===== config.mk =====
export PLATFORM = sky130hd
export DESIGN_NAME = count_direction_decoder_flat
export DESIGN_NICKNAME = d
export VERILOG_FILES = /design/src/rtl/count_direction_decoder_pkg.sv /design/src/rtl/count_direction_decoder_if.sv /design/src/rtl/count_direction_decoder_step_classifier.sv /design/src/rtl/count_direction_decoder.sv /design/src/flat_wrapper.sv
export SDC_FILE = /design/constraint.sdc
export NUM_CORES = 1
export LEC_CHECK = 0
export ABC_CLOCK_PERIOD_IN_PS = 2810
export CORE_UTILIZATION = 49
export CTS_CLUSTER_DIAMETER = 30
export DETAILED_ROUTE_END_ITERATION = 8
export GPL_TIMING_DRIVEN = 0
export PLACE_DENSITY = 0.76
export SETUP_SLACK_MARGIN = 0.5
export SLEW_MARGIN = 20
export SYNTH_ARGS = -nofsm -noshare
export SYNTH_HDL_FRONTEND = slang
export SYNTH_SLANG_ARGS = --single-unit

===== constraint.sdc =====
create_clock -name clk -period 2.81 [get_ports clk]
set_input_delay 0.4215 -clock clk [delete_from_list [all_inputs] [get_ports clk]]
set_output_delay 0.4215 -clock clk [all_outputs]
set_load 0.02 [all_outputs]

===== src/rtl/count_direction_decoder_pkg.sv =====
// Shared encodings for the count direction decoder: FSM states and step classes.
// Also holds the saturating error-counter helper.
package count_direction_decoder_pkg;

  typedef enum logic [1:0] {
    ST_INIT     = 2'd0,
    ST_UNLOCKED = 2'd1,
    ST_LOCK_UP  = 2'd2,
    ST_LOCK_DN  = 2'd3
  } state_t;

  typedef enum logic [1:0] {
    STEP_UP   = 2'd0,
    STEP_DOWN = 2'd1,
    STEP_HOLD = 2'd2,
    STEP_JUMP = 2'd3
  } step_t;

  localparam logic [7:0] ERR_MAX = 8'hFF;

  function automatic logic [7:0] sat_inc8(input logic [7:0] value);
    return (value == ERR_MAX) ? ERR_MAX : value + 8'd1;
  endfunction

endpackage


===== src/rtl/count_direction_decoder_if.sv =====
// Sample bus into the decoder plus its registered status outputs.
// There is no backpressure: sample_en high on a clk edge means count_in is taken on that edge.
interface count_direction_decoder_if #(
  parameter int WIDTH = 8
);
  import count_direction_decoder_pkg::*;

  logic             sample_en;
  logic [WIDTH-1:0] count_in;
  logic             dir;
  logic             locked;
  logic             hold;
  logic             wrap;
  logic             jump;
  logic             dir_change;
  logic [7:0]       err_cnt;
  state_t           state;

  modport master (
    output sample_en, count_in,
    input  dir, locked, hold, wrap, jump, dir_change, err_cnt, state
  );

  modport slave (
    input  sample_en, count_in,
    output dir, locked, hold, wrap, jump, dir_change, err_cnt, state
  );

endinterface


===== src/rtl/count_direction_decoder_step_classifier.sv =====
// Classifies one sample against the previous one by modular difference.
// wrap marks a legal +1/-1 step that crosses the max/0 boundary.
module step_classifier
  import count_direction_decoder_pkg::*;
#(
  parameter int WIDTH = 8
) (
  input  logic [WIDTH-1:0] prev,
  input  logic [WIDTH-1:0] count_in,
  output step_t            step,
  output logic             wrap
);

  logic [WIDTH-1:0] delta;

  assign delta = count_in - prev;

  always_comb begin
    step = STEP_JUMP;
    wrap = 1'b0;
    if (delta == '0) begin
      step = STEP_HOLD;
    end else if (delta == WIDTH'(1)) begin
      step = STEP_UP;
      wrap = &prev;
    end else if (&delta) begin
      step = STEP_DOWN;
      wrap = (prev == '0);
    end
  end

endmodule


===== src/rtl/count_direction_decoder.sv =====
// Recovers count direction from a sampled counter value, locking after LOCK_N
// consecutive same-direction steps and counting illegal jumps.
module count_direction_decoder
  import count_direction_decoder_pkg::*;
#(
  parameter int WIDTH  = 8,
  parameter int LOCK_N = 3
) (
  input  logic                      clk,
  input  logic                      clr,
  count_direction_decoder_if.slave  bus
);

  localparam logic [3:0] LOCK_RUN = 4'(LOCK_N);

  state_t           state_q, state_d;
  logic [3:0]       run_q, run_d;
  logic             run_dir_q, run_dir_d;
  logic [WIDTH-1:0] prev_q, prev_d;
  logic             dir_q, dir_d;
  logic             locked_q, locked_d;
  logic             hold_q, hold_d;
  logic             wrap_q, wrap_d;
  logic             jump_q, jump_d;
  logic             dir_change_q, dir_change_d;
  logic [7:0]       err_cnt_q, err_cnt_d;

  step_t step;
  logic  step_wrap;
  logic  step_dir;

  step_classifier #(.WIDTH(WIDTH)) u_step_classifier (
    .prev     (prev_q),
    .count_in (bus.count_in),
    .step     (step),
    .wrap     (step_wrap)
  );

  assign step_dir = (step == STEP_UP);

  always_comb begin
    state_d      = state_q;
    run_d        = run_q;
    run_dir_d    = run_dir_q;
    prev_d       = prev_q;
    dir_d        = dir_q;
    locked_d     = locked_q;
    hold_d       = hold_q;
    err_cnt_d    = err_cnt_q;
    wrap_d       = 1'b0;
    jump_d       = 1'b0;
    dir_change_d = 1'b0;

    if (bus.sample_en) begin
      prev_d = bus.count_in;
      if (state_q == ST_INIT) begin
        state_d = ST_UNLOCKED;
      end else begin
        case (step)
          STEP_HOLD: hold_d = 1'b1;
          STEP_JUMP: begin
            hold_d    = 1'b0;
            jump_d    = 1'b1;
            locked_d  = 1'b0;
            state_d   = ST_UNLOCKED;
            run_d     = 4'd0;
            err_cnt_d = sat_inc8(err_cnt_q);
          end
          default: begin
            hold_d = 1'b0;
            dir_d  = step_dir;
            wrap_d = step_wrap;
            if (state_q == ST_UNLOCKED) begin
              // run == 0 means no direction established yet (after reset or a jump)
              if (run_q != 4'd0 && run_dir_q == step_dir) begin
                run_d = (run_q >= LOCK_RUN) ? LOCK_RUN : run_q + 4'd1;
              end else begin
                run_d     = 4'd1;
                run_dir_d = step_dir;
              end
              if (run_d >= LOCK_RUN) begin
                state_d  = step_dir ? ST_LOCK_UP : ST_LOCK_DN;
                locked_d = 1'b1;
              end
            end else if ((state_q == ST_LOCK_UP) != step_dir) begin
              dir_change_d = 1'b1;
              locked_d     = 1'b0;
              state_d      = ST_UNLOCKED;
              run_d        = 4'd1;
              run_dir_d    = step_dir;
            end
          end
        endcase
      end
    end
  end

  always_ff @(posedge clk) begin
    if (clr) begin
      state_q      <= ST_INIT;
      run_q        <= 4'd0;
      run_dir_q    <= 1'b0;
      prev_q       <= '0;
      dir_q        <= 1'b0;
      locked_q     <= 1'b0;
      hold_q       <= 1'b0;
      wrap_q       <= 1'b0;
      jump_q       <= 1'b0;
      dir_change_q <= 1'b0;
      err_cnt_q    <= 8'd0;
    end else begin
      state_q      <= state_d;
      run_q        <= run_d;
      run_dir_q    <= run_dir_d;
      prev_q       <= prev_d;
      dir_q        <= dir_d;
      locked_q     <= locked_d;
      hold_q       <= hold_d;
      wrap_q       <= wrap_d;
      jump_q       <= jump_d;
      dir_change_q <= dir_change_d;
      err_cnt_q    <= err_cnt_d;
    end
  end

  assign bus.dir        = dir_q;
  assign bus.locked     = locked_q;
  assign bus.hold       = hold_q;
  assign bus.wrap       = wrap_q;
  assign bus.jump       = jump_q;
  assign bus.dir_change = dir_change_q;
  assign bus.err_cnt    = err_cnt_q;
  assign bus.state      = state_q;

endmodule


===== src/flat_wrapper.sv =====
// flat-port wrapper written by rule: the top's interface ports become plain ports
module count_direction_decoder_flat import count_direction_decoder_pkg::*;
#(
  parameter int WIDTH  = 8,
  parameter int LOCK_N = 3
)
  (clk, clr, bus_sample_en, bus_count_in, bus_dir, bus_locked, bus_hold, bus_wrap, bus_jump, bus_dir_change, bus_err_cnt, bus_state);
  count_direction_decoder_if #(.WIDTH(WIDTH)) bus_i ();
  input  logic clk;
  input  logic clr;
  input wire logic [$bits(bus_i.sample_en)-1:0] bus_sample_en;
  input wire logic [$bits(bus_i.count_in)-1:0] bus_count_in;
  output wire logic [$bits(bus_i.dir)-1:0] bus_dir;
  output wire logic [$bits(bus_i.locked)-1:0] bus_locked;
  output wire logic [$bits(bus_i.hold)-1:0] bus_hold;
  output wire logic [$bits(bus_i.wrap)-1:0] bus_wrap;
  output wire logic [$bits(bus_i.jump)-1:0] bus_jump;
  output wire logic [$bits(bus_i.dir_change)-1:0] bus_dir_change;
  output wire logic [$bits(bus_i.err_cnt)-1:0] bus_err_cnt;
  output wire logic [$bits(bus_i.state)-1:0] bus_state;
  assign bus_i.sample_en = bus_sample_en;
  assign bus_i.count_in = bus_count_in;
  assign bus_dir = bus_i.dir;
  assign bus_locked = bus_i.locked;
  assign bus_hold = bus_i.hold;
  assign bus_wrap = bus_i.wrap;
  assign bus_jump = bus_i.jump;
  assign bus_dir_change = bus_i.dir_change;
  assign bus_err_cnt = bus_i.err_cnt;
  assign bus_state = bus_i.state;
  count_direction_decoder #(.WIDTH(WIDTH), .LOCK_N(LOCK_N)) u_core (.clk(clk), .clr(clr), .bus(bus_i));
endmodule

==> summary.txt <==
Outcome
  – Status: finished, violations left
  – Failing checks: setup timing

CTS
  – Clock sink total: 29
  – CTS tree: built
  – CTS buffer count: 5
  – CTS H-tree depth: 2
  – CTS Root Cell: clkbuf_8
  – Reg clk slew, reported paths: about 70 ps
  – Max Buffers Root-to-Sink: 2
  – Clock Latency Late Sink: a little under 300 ps

Yosys
  – Async S/R FF share, synth: 0%
  – Area contributors post-synth: dfxtp_1 30%, ha_1 7.2%, mux2i_1 5.8%
  – Simple-gate share of the synthesized area: 26.85%
  – Syn Inst Count: ~240
  – Post-synthesis adder-cell area fraction: under 10%
  – Commonest cells in the netlist: 29 x dfxtp_1, 28 x nor2_1, 16 x inv_1, 15 x a21oi_1, 13 x nor3_1
  – Synthesized area: 1906 µm²
  – Ys flop type: dfxtp_1
  – Top-area cell type share of the netlist area: a little under a third
  – Share of the yosys chip area belonging to registers: ~30%
  – Xor and xnor area share after synthesis: approximately 2.3%
  – Mux share of post-synthesis cell area: under 10%
  – Syn nets: between 200 and 300
  – Synth Register Bits: 29
  – Count of cell types in the netlist: between 50 and 60
  – Number of synthesized flops with an enable pin: 0
  – Synth Area per Inst: roughly 8 µm²
  – Most area-hungry cell type in the Yosys netlist: dfxtp_1
  – Count leader, synth: dfxtp_1
  – Warnings, synthesis: 0
  – Largest family of logic cells by synthesized area: simple AND/OR/NAND/NOR gates
  – Compound-cell area share of the yosys netlist: between 10% and 20%

Power
  – P_int: between 800 and 900 µW
  – Leak Pwr: just over 1 nW
  – Clk pwr share: 37.4%
  – Switch share: between 20% and 30%
  – Logic pwr share: 27.2%
  – Switch Pwr: 368.3 µW
  – Design Power: ~1.2 mW
  – Worst IR Drop VDD: about 0.30 mV
  – Seq pwr share: between 30% and 40%
  – Pwr per Cell Area: around 440 nW/µm²

GRT
  – Vias in the first global route: between 1500 and 2000
  – GR Util All Layers: approximately 27%
  – First-pass GRT wire length: 8611 µm
  – Largest net degree at the start of global routing: 11
  – Initial antenna violation count: 0
  – Overflow after GRT: 0

Timing
  – RSZ-0062 raised after global routing: true
  – Worst-margin pin slew: around 750 ps
  – Fin crit share: 102.4%
  – Relative slew slack: a little under 50%
  – Final hold violations: 0
  – PnR worst setup slack: -68.55 ps
  – Final worst path period need: 2879 ps
  – Max Freq: 0.3474 GHz
  – Final setup violation count: 2
  – Hold WS: 400.8 ps
  – Count of pins over their slew limit: 0
  – Worst clock skew: approximately 5.4 ps

Critical path
  – WP data arrival: 3080 ps
  – Worst-path maximum fanout: 10
  – CP endpoint kind: flop
  – Kind of critical path: flop to flop
  – WP buf/inv: 3
  – Setup crit start kind: flop
  – Critical Path RT: roughly 3000 ps
  – Crit path cell chain: inv_1, ha_1, buf_6, a21oi_1, o21ai_0, a41oi_2, xnor2_4, or3_4, buf_6, and3_4, a311o_1, a221oi_2
  – Cell repeated most along the worst path: buf_6
  – Worst path slowest cell: or3_4
  – Critical Path Max Stage Delay: 360 ps
  – Reg2Reg Setup Slack: -70 ps
  – Delay-heaviest family, CP: compound AO/OA/AOI/OAI gates

Placement
  – GPL Wtd Cong: between 0.8 and 0.9
  – Area after DPL: around 2300 µm²
  – Place WS: -652.6 ps
  – Port Buffers: 25
  – Post-DP HPWL: 3392 µm

Detailed routing
  – Vias per inst: 6.006
  – DR iter-0 viols: 220
  – Via Count: 2000
  – DRC: 0
  – Final ANT Viol Nets: 0
  – DRT Wirelength: 5370 µm
  – Drt first pass iters: 5
  – Drt wl/cell: about 16 µm

Floorplanning
  – Die area: 4142 µm²
  – Core ar.: 3689 µm²
  – Die span in y: between 60 and 70 µm
  – Initial Utilization: roughly half
  – Boundary Pins: 27
  – Die width: around 64 µm
  – Row Count: 22

Final layout
  – # fillers: 271
  – Area grow syn2layout: 49.11%
  – Final nets: 307
  – Final instance area: between 2000 and 3000 µm²
  – Share of layout cells above drive strength 1: between 30% and 40%
  – Util after Layout: 77.04%
  – N_diodes: 0

Job
  – Max-cap violation count: 0

Hold path
  – Hold Path Class: input pin to flop
==> per-layer routing <==
| metal | global-route usage (%) | routed length [µm] |
|---|---|---|
| met2 | 46.18 | 2770 |
| met1 | 33.81 | 2271 |
| met3 | 5.893 | 255 |
| met4 | 8.889 | 72 |
| met5 | 0 | 0 |
==> path summary, 6_finish.rpt <==
path | startpoint | endpoint | cells past startpoint
worst max register to register | u_core.prev_q[6] | u_core.bus.locked | 12
worst max-delay path | u_core.prev_q[6] | u_core.bus.locked | 12
worst min-delay path | bus_count_in[0] | u_core.prev_q[0] | 3
worst min register to register | u_core.bus.dir | u_core.bus.dir | 2
==> layout by cell type, fill, tap and decap left out, drive strengths merged, types with 2 or more instances in the layout <==
cell and instances:
o31ai 2, clkbuf 13, a311oi 3, nor3b 4, clkdlybuf4s15 2, o21ai 12
a221oi 2, nor3 13, xor2 3, buf 22, nor4 3, nand2 11
a21oi 15, and4 2, nor2b 2, nand3 8, or3 2, a211oi 2
nor2 29, a31oi 2, and3 6, mux2i 11, dfxtp 29, a41oi 6
ha 11, xnor2 2, and4b 2, inv 16, and2 5, nand4 4
clkdlybuf4s50 18, dlygate4sd2 4
==> cell type report <==
| class | instances | area [µm²] | area share, % |
|---|---|---|---|
| sequential | 29 | 590.6 | 20.78 |
| clock inverter | 2 | 37.54 | 1.321 |
| buffer | 12 | 96.34 | 3.391 |
| clock buffer | 6 | 82.58 | 2.906 |
| multi-input combinational | 179 | 1531 | 53.90 |
| inverter | 16 | 60.06 | 2.114 |
| timing repair buffer | 41 | 382.9 | 13.47 |
| tap | 48 | 60.06 | 2.114 |
==> tightest hold or removal path: cells and delay by family <==
family                 cells  cell delay [ps]
muxes                      1               60
buffers and inverters      1              100
and+or+nand+nor            1               70
==> metrics by stage <==
stage | std cells | setup TNS, ps
floorplan | 236 | 0
global placement | 309 | -8507
detailed placement | 309 | -8922
CTS | 331 | -12.28
global route | 333 | -975.1
finish | 333 | -104.1
==> state kept, by name (all words and copies together), names as in the netlist <==
name / count
u_core.bus.dir: 1
u_core.bus.state: 2
u_core.bus.hold: 1
u_core.bus.dir_change: 1
u_core.bus.locked: 1
u_core.run_dir_q: 1
u_core.run_q: 4
u_core.prev_q: 8
u_core.bus.err_cnt: 8
u_core.bus.jump: 1
u_core.bus.wrap: 1
==> what timing repair did <==
| item | in CTS | in global routing |
|---|---|---|
| cloned | 0 | 1 |
| hold buffers | 0 | 0 |
| setup endpoints to repair | 21 | 21 |
| resized for setup | 55 | 23 |
| pin swaps | 17 | 12 |
| buffers inserted | 14 | 1 |
==> logic make-up after synthesis <==
kind of cell,Yosys count
flops,29
mux,12
buf+inv,28
xor+xnor,5
simple gates,96
fa+ha+maj,12
compound gates,54
==> power by group through the flow <==
stage / Clock (mW) / Combinational (mW) / Sequential (mW)
2_1_floorplan: 0 / 0.163 / 0.448
3_3_place_gp: 0 / 0.226 / 0.445
4_1_cts: 0.464 / 0.287 / 0.437
6_report: 0.463 / 0.337 / 0.437
3_5_place_dp: 0 / 0.228 / 0.446
5_1_grt: 0.484 / 0.365 / 0.439
(Power assumes the default switching activity.)
